File: src/rtl/pwm_multi.sv
// Multi-channel PWM generator with a shared edge/center-aligned counter.
// Period, duty and mode changes are double-buffered and take effect only on a period boundary.
module pwm_multi #(
    parameter int WIDTH      = 8,
    parameter int CHANNELS   = 4,
    parameter int PERIOD_RST = 19
) (
    input  logic                      clock,
    input  logic                      reset,
    input  logic                      enable,
    input  logic                      mode,
    input  logic [CHANNELS-1:0]       invert,
    input  logic                      load,
    input  logic [WIDTH-1:0]          period_in,
    input  logic [CHANNELS*WIDTH-1:0] duty_in,
    output logic [CHANNELS-1:0]       PWM,
    output logic [WIDTH-1:0]          counter,
    output logic                      period_end,
    output logic                      load_ack
);

    typedef enum logic {
        DIR_UP   = 1'b0,
        DIR_DOWN = 1'b1
    } dir_e;

    localparam logic [WIDTH-1:0] ONE = WIDTH'(1);

    logic [WIDTH-1:0]                cnt_q, cnt_d;
    dir_e                            dir_q, dir_d;
    logic                            mode_a_q, mode_a_d;
    logic [WIDTH-1:0]                period_a_q, period_a_d;
    logic [CHANNELS-1:0][WIDTH-1:0]  duty_a_q, duty_a_d;
    logic [WIDTH-1:0]                period_s_q, period_s_d;
    logic [CHANNELS-1:0][WIDTH-1:0]  duty_s_q, duty_s_d;
    logic                            pending_q, pending_d;
    logic [CHANNELS-1:0]             pwm_q, pwm_d;
    logic                            period_end_q, period_end_d;
    logic                            load_ack_q, load_ack_d;
    logic                            boundary;
    logic [WIDTH-1:0]                next_period;

    // Boundary: terminal count in edge mode, bottom of the down-slope in center mode.
    always_comb begin
        boundary = 1'b0;
        if (enable) begin
            if (!mode_a_q) begin
                boundary = (cnt_q == period_a_q);
            end else begin
                boundary = (period_a_q == '0) || (dir_q == DIR_DOWN && cnt_q == '0);
            end
        end
    end

    always_comb begin
        cnt_d        = cnt_q;
        dir_d        = dir_q;
        mode_a_d     = mode_a_q;
        period_a_d   = period_a_q;
        duty_a_d     = duty_a_q;
        period_s_d   = period_s_q;
        duty_s_d     = duty_s_q;
        pending_d    = pending_q;
        next_period  = period_a_q;
        period_end_d = boundary;
        load_ack_d   = boundary && pending_q;

        if (boundary) begin
            mode_a_d = mode;
            if (pending_q) begin
                period_a_d  = period_s_q;
                duty_a_d    = duty_s_q;
                pending_d   = 1'b0;
                next_period = period_s_q;
            end
            dir_d = DIR_UP;
            // A center period restarts at 1 when the boundary sat on 0, so 0 is not visited twice.
            if (next_period == '0 || !mode) begin
                cnt_d = '0;
            end else begin
                cnt_d = (cnt_q == '0) ? ONE : '0;
            end
        end else if (enable) begin
            if (!mode_a_q) begin
                cnt_d = cnt_q + ONE;
            end else if (dir_q == DIR_UP) begin
                if (cnt_q == period_a_q) begin
                    cnt_d = cnt_q - ONE;
                    dir_d = DIR_DOWN;
                end else begin
                    cnt_d = cnt_q + ONE;
                end
            end else begin
                cnt_d = cnt_q - ONE;
            end
        end

        // A load in a boundary cycle lands in the shadow after the swap above.
        if (load) begin
            period_s_d = period_in;
            duty_s_d   = duty_in;
            pending_d  = 1'b1;
        end
    end

    always_comb begin
        pwm_d = invert;
        for (int i = 0; i < CHANNELS; i++) begin
            if (enable) begin
                pwm_d[i] = (cnt_q < duty_a_q[i]) ^ invert[i];
            end
        end
    end

    always_ff @(posedge clock or posedge reset) begin
        if (reset) begin
            cnt_q        <= '0;
            dir_q        <= DIR_UP;
            mode_a_q     <= 1'b0;
            period_a_q   <= WIDTH'(PERIOD_RST);
            duty_a_q     <= '0;
            period_s_q   <= '0;
            duty_s_q     <= '0;
            pending_q    <= 1'b0;
            pwm_q        <= '0;
            period_end_q <= 1'b0;
            load_ack_q   <= 1'b0;
        end else begin
            cnt_q        <= cnt_d;
            dir_q        <= dir_d;
            mode_a_q     <= mode_a_d;
            period_a_q   <= period_a_d;
            duty_a_q     <= duty_a_d;
            period_s_q   <= period_s_d;
            duty_s_q     <= duty_s_d;
            pending_q    <= pending_d;
            pwm_q        <= pwm_d;
            period_end_q <= period_end_d;
            load_ack_q   <= load_ack_d;
        end
    end

    assign PWM        = pwm_q;
    assign counter    = cnt_q;
    assign period_end = period_end_q;
    assign load_ack   = load_ack_q;

endmodule

File: config.mk
export PLATFORM = sky130hd
export DESIGN_NAME = pwm_multi
export DESIGN_NICKNAME = d
export VERILOG_FILES = /design/src/rtl/pwm_multi.sv
export SDC_FILE = /design/constraint.sdc
export NUM_CORES = 1
export LEC_CHECK = 0
export ABC_AREA = 1
export BUFFER_PORTS_ARGS = -buffer_cell sky130_fd_sc_hd__buf_2
export CAP_MARGIN = 20
export CORE_MARGIN = 2
export CORE_UTILIZATION = 59
export CTS_CLUSTER_DIAMETER = 60
export DETAILED_ROUTE_END_ITERATION = 8
export GPL_TIMING_DRIVEN = 0
export PLACE_DENSITY_LB_ADDON = 0.3
export SYNTH_ARGS = -nofsm -noshare
export SYNTH_HDL_FRONTEND = slang
export SYNTH_SLANG_ARGS = --single-unit
File: constraint.sdc
create_clock -name clock -period 3.54 [get_ports clock]
set_input_delay 0.708 -clock clock [delete_from_list [all_inputs] [get_ports clock]]
set_output_delay 0.708 -clock clock [all_outputs]
set_load 0.01 [all_outputs]
After elaboration in Yosys (flattened, before gate mapping)

Cells that the tools add are included.

Bits of input ports: 49
Output and inout port bits: 14
Bits in registers: 97

Bitwise gates (word level): 4
Equal/unequal tests: 1
Magnitude comparators: 4
Add/subtract/negate cells: 2
Reduce and logical (&&, ||, !) cells: 13
Multiplexer cells: 22

Operator list:

| cell                  | count |
|---|---|
| $mux W8               | 7 |
| $lt A8 B8 Y1          | 4 |
| $logic_not A8 Y1      | 3 |
| $mux W1               | 15 |
| $add A8 B1 Y8 const B | 1 |
| $eq A8 B8 Y1          | 1 |
| $sub A8 B1 Y8 const B | 1 |
| $reduce_bool A2 Y1    | 3 |
| $reduce_and A2 Y1     | 2 |
| $xor A1 B1 Y1         | 4 |
| $logic_and A1 B1 Y1   | 2 |
| $logic_or A1 B1 Y1    | 2 |
| $logic_not A1 Y1      | 1 |

Longest topological paths before layout

Gate-level depths: netlist of the first run.

Depth after elaboration: 10
Mapped depth: 14

Least setup slack after synthesis of the first run

OpenSTA, ideal clock, no wires.

Path type: input port to flip-flop
From: in enable
To: reg duty_a_q[10] in the netlist's numbering
Cell stages on the path: 8
Setup slack: 1.607 ns
Setup time: 0.117 ns
Data arrival time: 1.816 ns
Cell sequence: buf_2 > clkinv_1 > a21oi_4 > nand2_4 > nor2_4 > buf_6 > buf_6 > o21ai_2

Longest elaborated chain between the ends: 2

RTL lines:

| element                     | line | RTL |
|---|---|---|
| start, declared             | 10   | `input logic enable,` |
| $mux W1                     | 46   | `if (enable) begin` |
| $reduce_and A2 Y1 (no line) | -    |  |
| end signal, assigned        | 133  | `duty_a_q <= duty_a_d;` |
| end, declared               | 33   | `logic [CHANNELS-1:0][WIDTH-1:0] duty_a_q, duty_a_d;` |

Every way passes these cells.
A chain may end at the register's enable or synchronous reset.

Worst setup path in the final report of the first run

From: reg cnt_q[1] (netlist: counter[1])
To: reg pending_q

Longest elaborated chain between the ends: 6

RTL lines:

| element                          | line | RTL |
|---|---|---|
| start, declared                  | 29   | `logic [WIDTH-1:0] cnt_q, cnt_d;` |
| start signal, assigned           | 129  | `cnt_q <= cnt_d;` |
| $logic_not A8 Y1                 | 50   | `boundary = (period_a_q == '0) \|\| (dir_q == DIR_DOWN && cnt_q == '0);` |
| $logic_and A1 B1 Y1              | 50   |  |
| $logic_or A1 B1 Y1               | 50   |  |
| $mux W1 (*)                      | 47   | `if (!mode_a_q) begin` |
| $mux W1 (*)                      | 46   |  |
| named net boundary               | 40   | `logic boundary;` |
| $reduce_bool A2 Y1 (no line) (*) | -    |  |
| end signal, assigned             | 136  | `pending_q <= pending_d;` |
| end, declared                    | 36   | `logic pending_q, pending_d;` |

The timed path passes the listed nets; every way through them passes the cells marked *.

==> results of run 1 <==
-- power by group --
group / internal, mW / switching [mW]
combinational: 0.767 / 1.10
sequential: 1.44 / 0.272
clock: 0.399 / 0.383
total: 2.61 / 1.76
-- state kept, by name, summed over array words and instances, names as in the netlist --
register	flops
pending_q	1
dir_q	1
duty_a_q	32
period_s_q	8
load_ack	1
period_end	1
counter	8
period_a_q	8
mode_a_q	1
PWM	4
duty_s_q	32
-- cells in the mapped netlist (all sizes together), types with 3 or more instances --
library cell,count,share of area [%]
buf,14,2.5
clkbuf,10,0.70
xor2,6,0.98
nand3b,6,0.84
nand3,22,2.1
nor2,38,3.4
a21oi,16,1.7
dfstp,3,1.5
o21ai,56,7.1
xnor2,4,0.66
nand2,291,22
a211oi,4,0.56
inv,62,4.4
dfrtp,94,44
ha,31,7.3
-- per-layer routing --
metal | global-route usage (%) | vias to the layer above
met4 | 7.06 | 0
met1 | 34.3 | 2081
met3 | 4.29 | 17
met2 | 43.6 | 130
li1 | - | 2211
met5 | 0 | -
-- metrics by stage --
stage	std cells	cell area (um^2)	setup TNS [ps]
floorplan	663	5340	0
CTS	848	6020	0
global route	848	6020	0
finish	848	6020	0
global placement	831	5780	-65120
detailed placement	832	5810	0
-- critical path, delay by kind of cell, from the launching register on --
family	cells	cell delay [ps]
buffers and inverters	3	680
flip-flops	1	610
AO/OA/AOI/OAI	2	280
AND/OR/NAND/NOR	2	270
adder cells (fa/ha/maj)	1	230
-- how the worst min path moves through the flow --
stage	slack (ps)	endpoint	cells after the start
after floorplan	440	period_s_q[3]$_DFFE_PP0P_	2
after global placement	460	duty_s_q[7]$_DFFE_PP0P_	2
after detailed placement	460	period_s_q[6]$_DFFE_PP0P_	2
after CTS	340	duty_s_q[8]$_DFFE_PP0P_	2
after global routing	360	duty_s_q[8]$_DFFE_PP0P_	2
final	340	duty_s_q[8]$_DFFE_PP0P_	2
-- final cells by class --
cell class	count	area, um^2	area share, %
Timing Repair Buffer	61	328	5.45
Multi-Input combinational cell	478	2500	41.5
Buffer	24	173	2.87
Sequential cell	97	2430	40.4
Clock inverter	5	78.8	1.31
Tap cell	108	135	2.25
Inverter	64	243	4.03
Clock buffer	11	131	2.18
-- logic make-up (layout without fill, tap and decap cells) --
| logic type | after synthesis | after routing | share of synthesized area [%] |
|---|---|---|---|
| compound gates | 76 | 76 | 9.42 |
| xor+xnor | 10 | 10 | 1.64 |
| fa+ha+maj | 31 | 31 | 7.26 |
| buf+inv | 88 | 165 | 7.73 |
| flops | 97 | 97 | 45.5 |
| simple gates | 361 | 361 | 28.4 |
==> metrics list, run 1 <==
- The number of hold-slack violations in the final timing report was 0.
- Biggest cell delay along the critical path: 610 ps
* Most common library cell in the layout ignoring fill and taps: nand2_1
- The netlist uses 32 different library cells.
- Clock Pin Slew Worst Setup and Hold Paths: about 100 ps
- Setup slack after placement: approximately 1200 ps
- Synthesized cell area: 5340 um^2
- Average size of a mapped cell: 8.05 um^2
- Worst-case clock buffer depth: 2
- Floorplan core area: a little under 9000 um^2
* Category of the worst setup path launch point: flip-flop
* Area Overhead vs Synth: 12.7%
- Before antenna repair, the detailed router went through 5 iterations.
- The initial utilization of the core area, before any placement, comes to about three fifths.
* Class of the tightest hold or removal check: in -> async
* Clock buffers created by TritonCTS: 9
* Final cell utilization of the core: between 60 and 70%
- Power Density: 726 nW/um^2
- The H-tree was split into 3 levels.
- Across the run, the number of max-cap violations was 0.
* Area of the die: between 9000 and 10000 um^2
- The first global-routing pass estimated between 20000 and 25000 um of wire.
* Worst path arrival time: around 2400 ps
* WL per Instance: ~14 um
- Detailed-route DRC error count: 0
- R2R cell count: 8
- Fill cell instance count of the final layout: between 700 and 800
- Among all flip-flop cells after synthesis, the most frequent one is dfrtp_1.
- Global routing finished with a remaining overflow of 0.
- In the layout the commonest cells are nand2_1, dfrtp_1, buf_2.
* Register-to-register setup slack: ~1300 ps
* Number of nets still failing antenna checks after routing: 0
- Capture point of the worst reg-to-reg path: pending_q$_DFFE_PP0P_
- Of all flip-flops after synthesis, the portion carrying an async set or reset was 100%.
* Proportion of layout cells with a drive suffix above 1: 20.3%
- Die X-Extent: 99.1 um
- For this design the top-level I/O count stands at 63.
- Result of the run: completed
* Worst ir drop on vdd: between 0.2 and 0.3 mV
- Clock insertion delay at the later pin of the skew report: 360 ps
- Number of global-route vias before repair: 4381
- Unrepaired setup endpoints after global routing: no
* Finish-stage setup viols: 0
* Slew at the pin with the worst max-slew slack: 585 ps
* Post_cts resized: 0
- The routed design uses around 5700 um of met2 wire.
- Routability-driven placement finished with a final weighted congestion of 0.914.
- TritonCTS built the clock tree.
* Worst reg2reg path startpoint: counter[1]$_DFFE_PP0P_
- Static power due to leakage: 3.22 nW
* Biggest fanout along the worst timing path: 10
* Total number of clock tree sinks: between 90 and 100
- Dividing the detail-routed via count by the number of cells gives about 5.2.
- The slowest stage of the critical path is the dfrtp_1 cell.
* #FFs+latches synth: 97
- Yosys printed 0 warnings.
- Sequential-to-total area share from yosys stat: between 40% and 50%
- After the first detailed-routing iteration, the DRC count stood at around 270.
* Relative slew margins: 61.0%
- The repair_antennas step left the layout with diodes totalling 0.
- Met3 layer wire length in the routed design: around 620 um
* Critical path required time: around 3800 ps
* Period utilisation layout: 62.9%
* Power, Total: between 4 and 5 mW
- The signal on the critical path passes through inv_1 > ha_1 > nand4_2 > a21oi_4 > nand2_4 > inv_1 > buf_4 > o21ai_0.
* Number of buffers inserted to repair setup after CTS: 0
- Critical path destination: pending_q$_DFFE_PP0P_
* Net count of the mapped netlist: about 740
- Total Routed Length: 11600 um
* Type of destination of the critical path: flip-flop
- For this run, the top clock speed supported by timing is 449 MHz.
* Die Y: 99.1 um
- Final clock skew: roughly 14 ps
* Met1 wire length: about 5100 um
- The initial antenna violation count was 0.
* Top sig layer: met4
- # port buffers: 60
* Time the final worst path needs with I/O delays and setup: approximately 2200 ps
- Pins Over Slew Limit: 0
- The critical path is of the reg -> reg type.
- For this run, the post-layout net count is roughly 800.
* Routed vias: approximately 4.4k
- In this design, the critical path's most frequently occurring cell is inv_1.
- Row generation in the floorplan step produced 34 rows.
* Critical path startpoint: counter[1]$_DFFE_PP0P_
* Hold Buf Count CTS: 0
- Count of mapped cells out of synthesis: approximately 660
- Global routing used 25.6% of the available tracks.
- Final worst-path setup slack: ~1300 ps
* Clk root buf: clkbuf_8
* DP HPWL: 8510 um
- Entering global routing, the biggest net connects between 60 and 70 pins.
- Tightest hold margin: roughly 340 ps
- Number of flops mapped to enable cells by yosys: 0
Note: power is estimated with default switching activity, not from simulation.
==> run 2, diff against run 1 <==
==> constraint.sdc (replaced) <==
create_clock -name clock -period 2.3 [get_ports clock]
set_input_delay 0.46 -clock clock [delete_from_list [all_inputs] [get_ports clock]]
set_output_delay 0.46 -clock clock [all_outputs]
set_load 0.01 [all_outputs]
==> metrics list, run 2 (same netlist as run 1, synthesis figures left out) <==
- The count of clock tree sinks came to 97 (unchanged).
- Unrepaired setup endpoints after global routing: no (unchanged)
- Type of destination of the critical path: flip-flop (unchanged)
* Number of maximum-capacitance constraint violations: 0 (unchanged)
- The fraction of the core area covered by cells at the end of the flow is 68.6% (about the same).
- The total routing usage reported by global routing is 25.1% (was 25.6%).
- Result of the run: completed (unchanged)
- The cell count after placement was 833 (was 832).
- The area of the core region came to 8760 um^2 (unchanged).
* Sum of negative setup slack: 0 ps (unchanged)
- The required time of the critical path came to 2510 ps (was 3760 ps).
* Final clock skew: 11.3 ps (was 14.3 ps)
- Count of inserted antenna diode cells: 0 (unchanged)
* 1st-pass router iterations: 5 (unchanged)
* Pins Over Slew Limit: 0 (unchanged)
- The global-route track usage on met1 was 32.8% (was 34.3%).
- The clock insertion delay at the later pin of the skew report was 370 ps (was 360 ps).
- The clock-pin slew on the worst setup and hold paths came to 100 ps (about the same).
- The global-route layer with the greatest usage is met2 (unchanged).
- The type of element launching the critical path is a flip-flop (unchanged).
- The areal power density over the cells was 1100 nW/um^2 (was 726 nW/um^2).
- The worst stage delay on the critical path came to 560 ps (was 610 ps).
* Finish-stage setup viols: 0 (unchanged)
* Vias per Instance: 5.24 (was 5.23)
* Initial antenna violation count: 0 (unchanged)
- Die X-Extent: 99.1 um (unchanged)
- # port buffers: 60 (unchanged)
* Slew at the pin with the worst max-slew slack: 586 ps (was 585 ps)
* Proportion of layout cells with a drive suffix above 1: 20.6% (was 20.3%)
- Detailed-route DRC error count: 0 (unchanged)
* Worst-case clock buffer depth: 2 (unchanged)
- Net switching component of the power: 2.70 mW (was 1.76 mW)
- The remaining global-route overflow was 0 (unchanged).
* Static power due to leakage: 3.20 nW (was 3.22 nW)
- Starting utilization of the core area: 60.9% (unchanged)
* Initial drt markers: 245 (was 273)
- The library cell used as clock root buffer is clkbuf_8 (unchanged).
* Power Internal: 3.91 mW (was 2.61 mW)
- Relative slew margins: 60.8% (was 61.0%)
- The part of the cycle the worst path needs is 95.4% (was 62.9%).
* Time the final worst path needs with I/O delays and setup: 2190 ps (was 2230 ps)
- Largest delay contributor family on the critical path: buffers and inverters (unchanged)
* Largest net degree at the start of global routing: 43 (was 66)
- Final Hold Vio Count: 0 (unchanged)
* Clk network pwr share: 16.9% (was 17.9%)
- Total Routed Length: 11500 um (was 11600 um)
- The post-route worst hold slack was 139 ps (was 336 ps).
* Critical Path, Cell by Cell: buf_6 > nor2_8 > inv_2 > nor2_4 > nand4_2 > a21oi_4 > nand2_4 > inv_1 > buf_4 > o21ai_0 (was inv_1 > ha_1 > nand4_2 > a21oi_4 > nand2_4 > inv_1 > buf_4 > o21ai_0)
- The met2 routing resource usage after global routing is 41.7% (was 43.6%).
* Largest registers in the final layout: duty_a_q: 32 flops, duty_s_q: 32 flops (unchanged)
* Worst reg2reg path startpoint: counter[2]$_DFFE_PP0P_ (was counter[1]$_DFFE_PP0P_)
- The met3 layer usage reported by global route is 3.37% (was 4.29%).
* Number of nets still failing antenna checks after routing: 0 (unchanged)
* Non-filler instance count after layout: 847 (was 848)
- Clock buffers created by TritonCTS: 9 (unchanged)
- The via count of the first global-routing pass was 4303 (was 4381).
* Register share of total power: 40.0% (was 39.3%)
* I/O pin total: 63 (unchanged)
- The number of nets in the finished design is 816 (was 815).
- Switching share of total power: 40.8% (was 40.2%)
- The worst min-delay path class is in -> async (unchanged).
* Clock tree from TritonCTS: done (unchanged)
* Worst ir drop on vdd: 0.414 mV (was 0.287 mV)
* Die Y: 99.1 um (unchanged)
* Sum of buffers and inverters on the critical path: 4 (was 3)
- Worst path arrival time: 2410 ps (was 2440 ps)
- The highest achievable clock rate came to 456 MHz (was 449 MHz).
- Power, Total: 6.60 mW (was 4.37 mW)
- Area Overhead vs Synth: 12.5% (was 12.7%)
- Global-route wire length before repair: 19600 um (was 20100 um)
* Critical path startpoint: counter[2]$_DFFE_PP0P_ (was counter[1]$_DFFE_PP0P_)
* Hold Buf Count CTS: 0 (unchanged)
- The number of post-CTS setup repair buffers was 0 (unchanged).
- The H-tree depth came to 3 (unchanged).
- The commonest non-fill, non-tap cell in the layout is nand2_1 (unchanged).
- The slowest library cell on the worst path is dfrtp_1 (unchanged).
- Most used cells in the layout excluding fill and tap cells: nand2_1, dfrtp_1, buf_2 (unchanged)
- The top fanout value on the critical path was 10 (unchanged).
- Fill cell instance count of the final layout: 730 (was 746)
* Standard-cell rows: 34 (unchanged)
- The number of vias after detailed routing came to 4435 (was 4439).
* DP HPWL: 8510 um (about the same)
* Area of the die: 9830 um^2 (unchanged)
- The power share of the combinational group was 43.1% (was 42.8%).
* Global placer's final weighted congestion: 0.909 (was 0.914)
- Kind of critical path: reg -> reg (unchanged)
* WL per Instance: 13.5 um (was 13.7 um)
## run 2: cell types whose count changed in the layout (fill, tap and decap cells not counted)
cell        change
buf_12          +2
buf_16          -1
bufinv_16       -1
clkbuf_1        -2
clkinv_2        -2
clkinvlp_4      +3
dfrtp_1         -1
dfrtp_2         +1
inv_4           -1
inv_8           +1
## run 2: routing by layer
layer / routed length (um) / up-vias
li1: - / 2218
met1: 5040 / 2064
met2: 5580 / 127
met3: 546 / 26
met4: 305 / 0
met5: 0 / -
## run 2: per-stage QoR
| stage | setup slack (ps) | cell area (um^2) |
|---|---|---|
| 2_1_floorplan | 483 | 5340 |
| 3_3_place_gp | 112 | 5780 |
| 3_5_place_dp | 101 | 5820 |
| 4_1_cts | 82.9 | 6010 |
| 5_1_grt | 1.35 | 6010 |
| 6_report | 107 | 6010 |
## run 2: final cells by class
class / instances / area (um^2) / area share [%]
Sequential cell: 97 / 2430 / 40.5
Clock inverter: 5 / 65.1 / 1.08
Buffer: 24 / 173 / 2.87
Timing Repair Buffer: 62 / 340 / 5.66
Tap cell: 108 / 135 / 2.25
Clock buffer: 9 / 124 / 2.06
Multi-Input combinational cell: 478 / 2500 / 41.5
Inverter: 64 / 244 / 4.06
## run 2: power by group through the flow
stage / registers (mW) / logic, mW / clock network [mW]
6_report: 2.64 / 2.85 / 1.11
5_1_grt: 2.69 / 3.30 / 1.19
4_1_cts: 2.63 / 2.86 / 1.13
3_5_place_dp: 2.67 / 2.82 / 0
3_3_place_gp: 2.65 / 2.68 / 0
2_1_floorplan: 2.56 / 2.17 / 0
## run 2: path summary, 6_finish.rpt
path / slack (ps) / cells after the start / endpoint
setup / recovery: 110 / 10 / pending_q$_DFFE_PP0P_
hold / removal: 140 / 2 / duty_s_q[8]$_DFFE_PP0P_
setup reg to reg: 110 / 10 / pending_q$_DFFE_PP0P_
hold reg to reg: 480 / 2 / period_s_q[3]$_DFFE_PP0P_
max in group asynchronous: 1330 / 4 / counter[1]$_DFFE_PP0P_
min in group clock: 280 / 3 / duty_s_q[8]$_DFFE_PP0P_
## run 2: timing repair
| action | in CTS | in global routing |
|---|---|---|
| endpoints found under the hold margin | 0 | 0 |
| gates resized for setup | 0 | 1 |
| setup endpoints to repair | 0 | 16 |
==> run 3, diff against run 2 <==
--- a/config.mk
+++ b/config.mk
@@ -9,7 +9,7 @@
 export BUFFER_PORTS_ARGS = -buffer_cell sky130_fd_sc_hd__buf_2
 export CAP_MARGIN = 20
 export CORE_MARGIN = 2
-export CORE_UTILIZATION = 59
+export CORE_UTILIZATION = 36
 export CTS_CLUSTER_DIAMETER = 60
 export DETAILED_ROUTE_END_ITERATION = 8
 export GPL_TIMING_DRIVEN = 0
==> metrics list, run 3 (same netlist as run 1, synthesis figures left out) <==
- Result of the run: completed (unchanged).
- Biggest fanout along the worst timing path: 10 (unchanged)
- The aggregate routed wire length was 12300 um (was 11500 um).
- The slowest library cell on the worst path was dfrtp_1 (unchanged).
* I/O pin total: 63 (unchanged)
- The length of the first detailed-routing pass in iterations was 6 (was 5).
- Most used cells in the layout excluding fill and tap cells: nand2_1, dfrtp_1, buf_2 (unchanged)
- The half-perimeter wire length after detailed placement is 9070 um (was 8510 um).
- Final Hold Vio Count: 0 (unchanged)
- The cts-stage hold buffer count is 0 (unchanged).
- The y dimension of the die is 126 um (was 99.1 um).
- Final worst-path setup slack: 134 ps (was 107 ps)
- The initial antenna violation count was 1 (was 0).
- Area Overhead vs Synth: 17.2% (was 12.5%)
- Register-to-register setup slack: 130 ps (was 110 ps)
- The worst path arrival time is 2370 ps (was 2410 ps).
- The via density per instance came to 4.60 (was 5.24).
* Die X-Extent: 126 um (was 99.1 um)
- The number of max-cap violations came to 0 (unchanged).
* Detailed-route DRC error count: 0 (unchanged)
* Starting utilization of the core area: 36.7% (was 60.9%)
- Clock tree from TritonCTS: done (unchanged)
* Number of H-tree levels: 3 (unchanged)
- The final-report max-slew violation count was 0 (unchanged).
- Clock Pin Slew Worst Setup and Hold Paths: 70 ps (was 100 ps)
* WL per Instance: 13.3 um (was 13.5 um)
* Power Density: 1130 nW/um^2 (was 1100 nW/um^2)
* Critical path required time: 2500 ps (was 2510 ps)
* Worst-case clock buffer depth: 2 (unchanged)
* Total Routing Usage GR: 16.5% (was 25.1%)
- R2R cell count: 11 (was 10)
* Slew at the pin with the worst max-slew slack: 532 ps (was 586 ps)
- The category of the worst setup path capture point was a flip-flop (unchanged).
- The remaining global-route overflow is 0 (unchanged).
- The family of cells with the greatest summed delay on the critical path is buffers and inverters (unchanged).
- The number of buffers inserted by port buffering is 60 (unchanged).
* Most common library cell in the layout ignoring fill and taps: nand2_1 (unchanged)
- Tightest hold margin: 105 ps (was 139 ps)
* Largest registers in the final layout: duty_a_q: 32 flops, duty_s_q: 32 flops (unchanged)
* Clock insertion delay at the later pin of the skew report: 350 ps (was 370 ps)
- Setup slack after placement: 118 ps (was 101 ps)
* Largest net degree at the start of global routing: 30 (was 43)
* Period utilisation layout: 94.2% (was 95.4%)
* Relative slew margins: 64.5% (was 60.8%)
* Proportion of layout cells with a drive suffix above 1: 20.9% (was 20.6%)
- The weighted congestion reported at the end of routability-driven placement was 0.880 (was 0.909).
* Final clock skew: 7.88 ps (was 11.3 ps)
- Global-route wire length before repair: 20600 um (was 19600 um)
* Worst ir drop on vdd: 0.476 mV (was 0.414 mV)
* Clock buffers created by TritonCTS: 9 (unchanged)
* Initial drt markers: 254 (was 245)
- In this design, the critical path's most frequently occurring cell is nand2_1.
- The minimum clock period was 2170 ps (was 2190 ps).
- Total number of clock tree sinks: 97 (unchanged)
- Routed vias: 4256 (was 4435)
- Finish-stage setup viols: 0 (unchanged)
- Floorplan core area: 14500 um^2 (was 8760 um^2)
* Category of the worst setup path launch point: flip-flop (unchanged)
- The worst setup path category is reg -> reg (unchanged).
- The library cell used as clock root buffer was clkbuf_16 (was clkbuf_8).
- The number of inserted diodes was 0 (unchanged).
* Number of nets still failing antenna checks after routing: 0 (unchanged)
- The highest achievable clock rate was 462 MHz (was 456 MHz).
- The number of nets in the finished design was 817 (was 816).
- Critical Path, Cell by Cell: inv_1 > nand2_1 > nand2_1 > nand2_1 > nor2_2 > nand2_4 > nand2_2 > nand2_4 > inv_1 > buf_4 > o21ai_0 (was buf_6 > nor2_8 > inv_2 > nor2_4 > nand4_2 > a21oi_4 > nand2_4 > inv_1 > buf_4 > o21ai_0)
* Biggest cell delay along the critical path: 570 ps (was 560 ps)
- Standard-cell rows: 44 (was 34)
* Worst reg2reg path startpoint: counter[7]$_DFFE_PP0P_ (was counter[2]$_DFFE_PP0P_)
- The worst min-delay path class was in -> async (unchanged).
- The area of the die was 15800 um^2 (was 9830 um^2).
- Static power due to leakage: 3.27 nW (was 3.20 nW)
- Unrepaired setup endpoints after global routing: no (unchanged)
- The reg-to-reg endpoint was pending_q$_DFFE_PP0P_ (unchanged).
- The critical path buffer and inverter count was 3 (was 4).
* Number of global-route vias before repair: 4083 (was 4303)
## run 3: power breakdown
group / internal, mW / switching (mW) / total [mW]
combinational: 1.17 / 1.60 / 2.78
sequential: 2.23 / 0.430 / 2.66
clock: 0.960 / 0.684 / 1.64
total: 4.36 / 2.72 / 7.08
## run 3: final cells by class
cell class                 instances  area, um^2
buffer                            24         173
clock buffer                      10         229
clock inverter                     6        91.3
fill                            1509        8280
inverter                          64         244
multi-input combinational        478        2500
sequential                        97        2430
tap                              184         230
timing repair buffer              63         360
## run 3: stage by stage
stage	utilization, %	cell area (um^2)	total power, mW	TNS (ps)	std cells
floorplan	-	5340	4.73	0	663
global placement	40.4	5870	5.40	-3.17	907
detailed placement	40.8	5930	5.48	0	910
CTS	43.0	6250	7.16	0	926
global route	43.1	6260	7.75	0	926
finish	43.1	6260	7.08	0	926
## run 3: worst max path at each step
stage | start | to | depth (start not counted)
detailed placement | counter[1]$_DFFE_PP0P_ | counter[2]$_DFFE_PP0P_ | 8
global route | counter[7]$_DFFE_PP0P_ | pending_q$_DFFE_PP0P_ | 11
finish | counter[7]$_DFFE_PP0P_ | pending_q$_DFFE_PP0P_ | 11
CTS | counter[1]$_DFFE_PP0P_ | counter[2]$_DFFE_PP0P_ | 8
floorplan | counter[0]$_DFFE_PP0P_ | duty_a_q[10]$_DFFE_PP0P_ | 10
global placement | reset | period_end$_DFF_PP0_ | 2
## run 3: repair_timing
action / CTS / global route
endpoints found under the setup margin: 0 / 35
resized for setup: 0 / 2
setup buffers: 0 / 0
hold endpoints to repair: 0 / 0
## run 3: metal layers
metal  part of all wire, %  wire length (um)  GRT usage, %  vias to the layer above
li1                      -                 -             -                     2210
met1                    46              5600          21.9                     1952
met2                    48              5930          27.0                       74
met3                   4.2               520          3.48                       18
met4                   1.7               210          5.24                        2
met5                 0.057                 7             0                        -
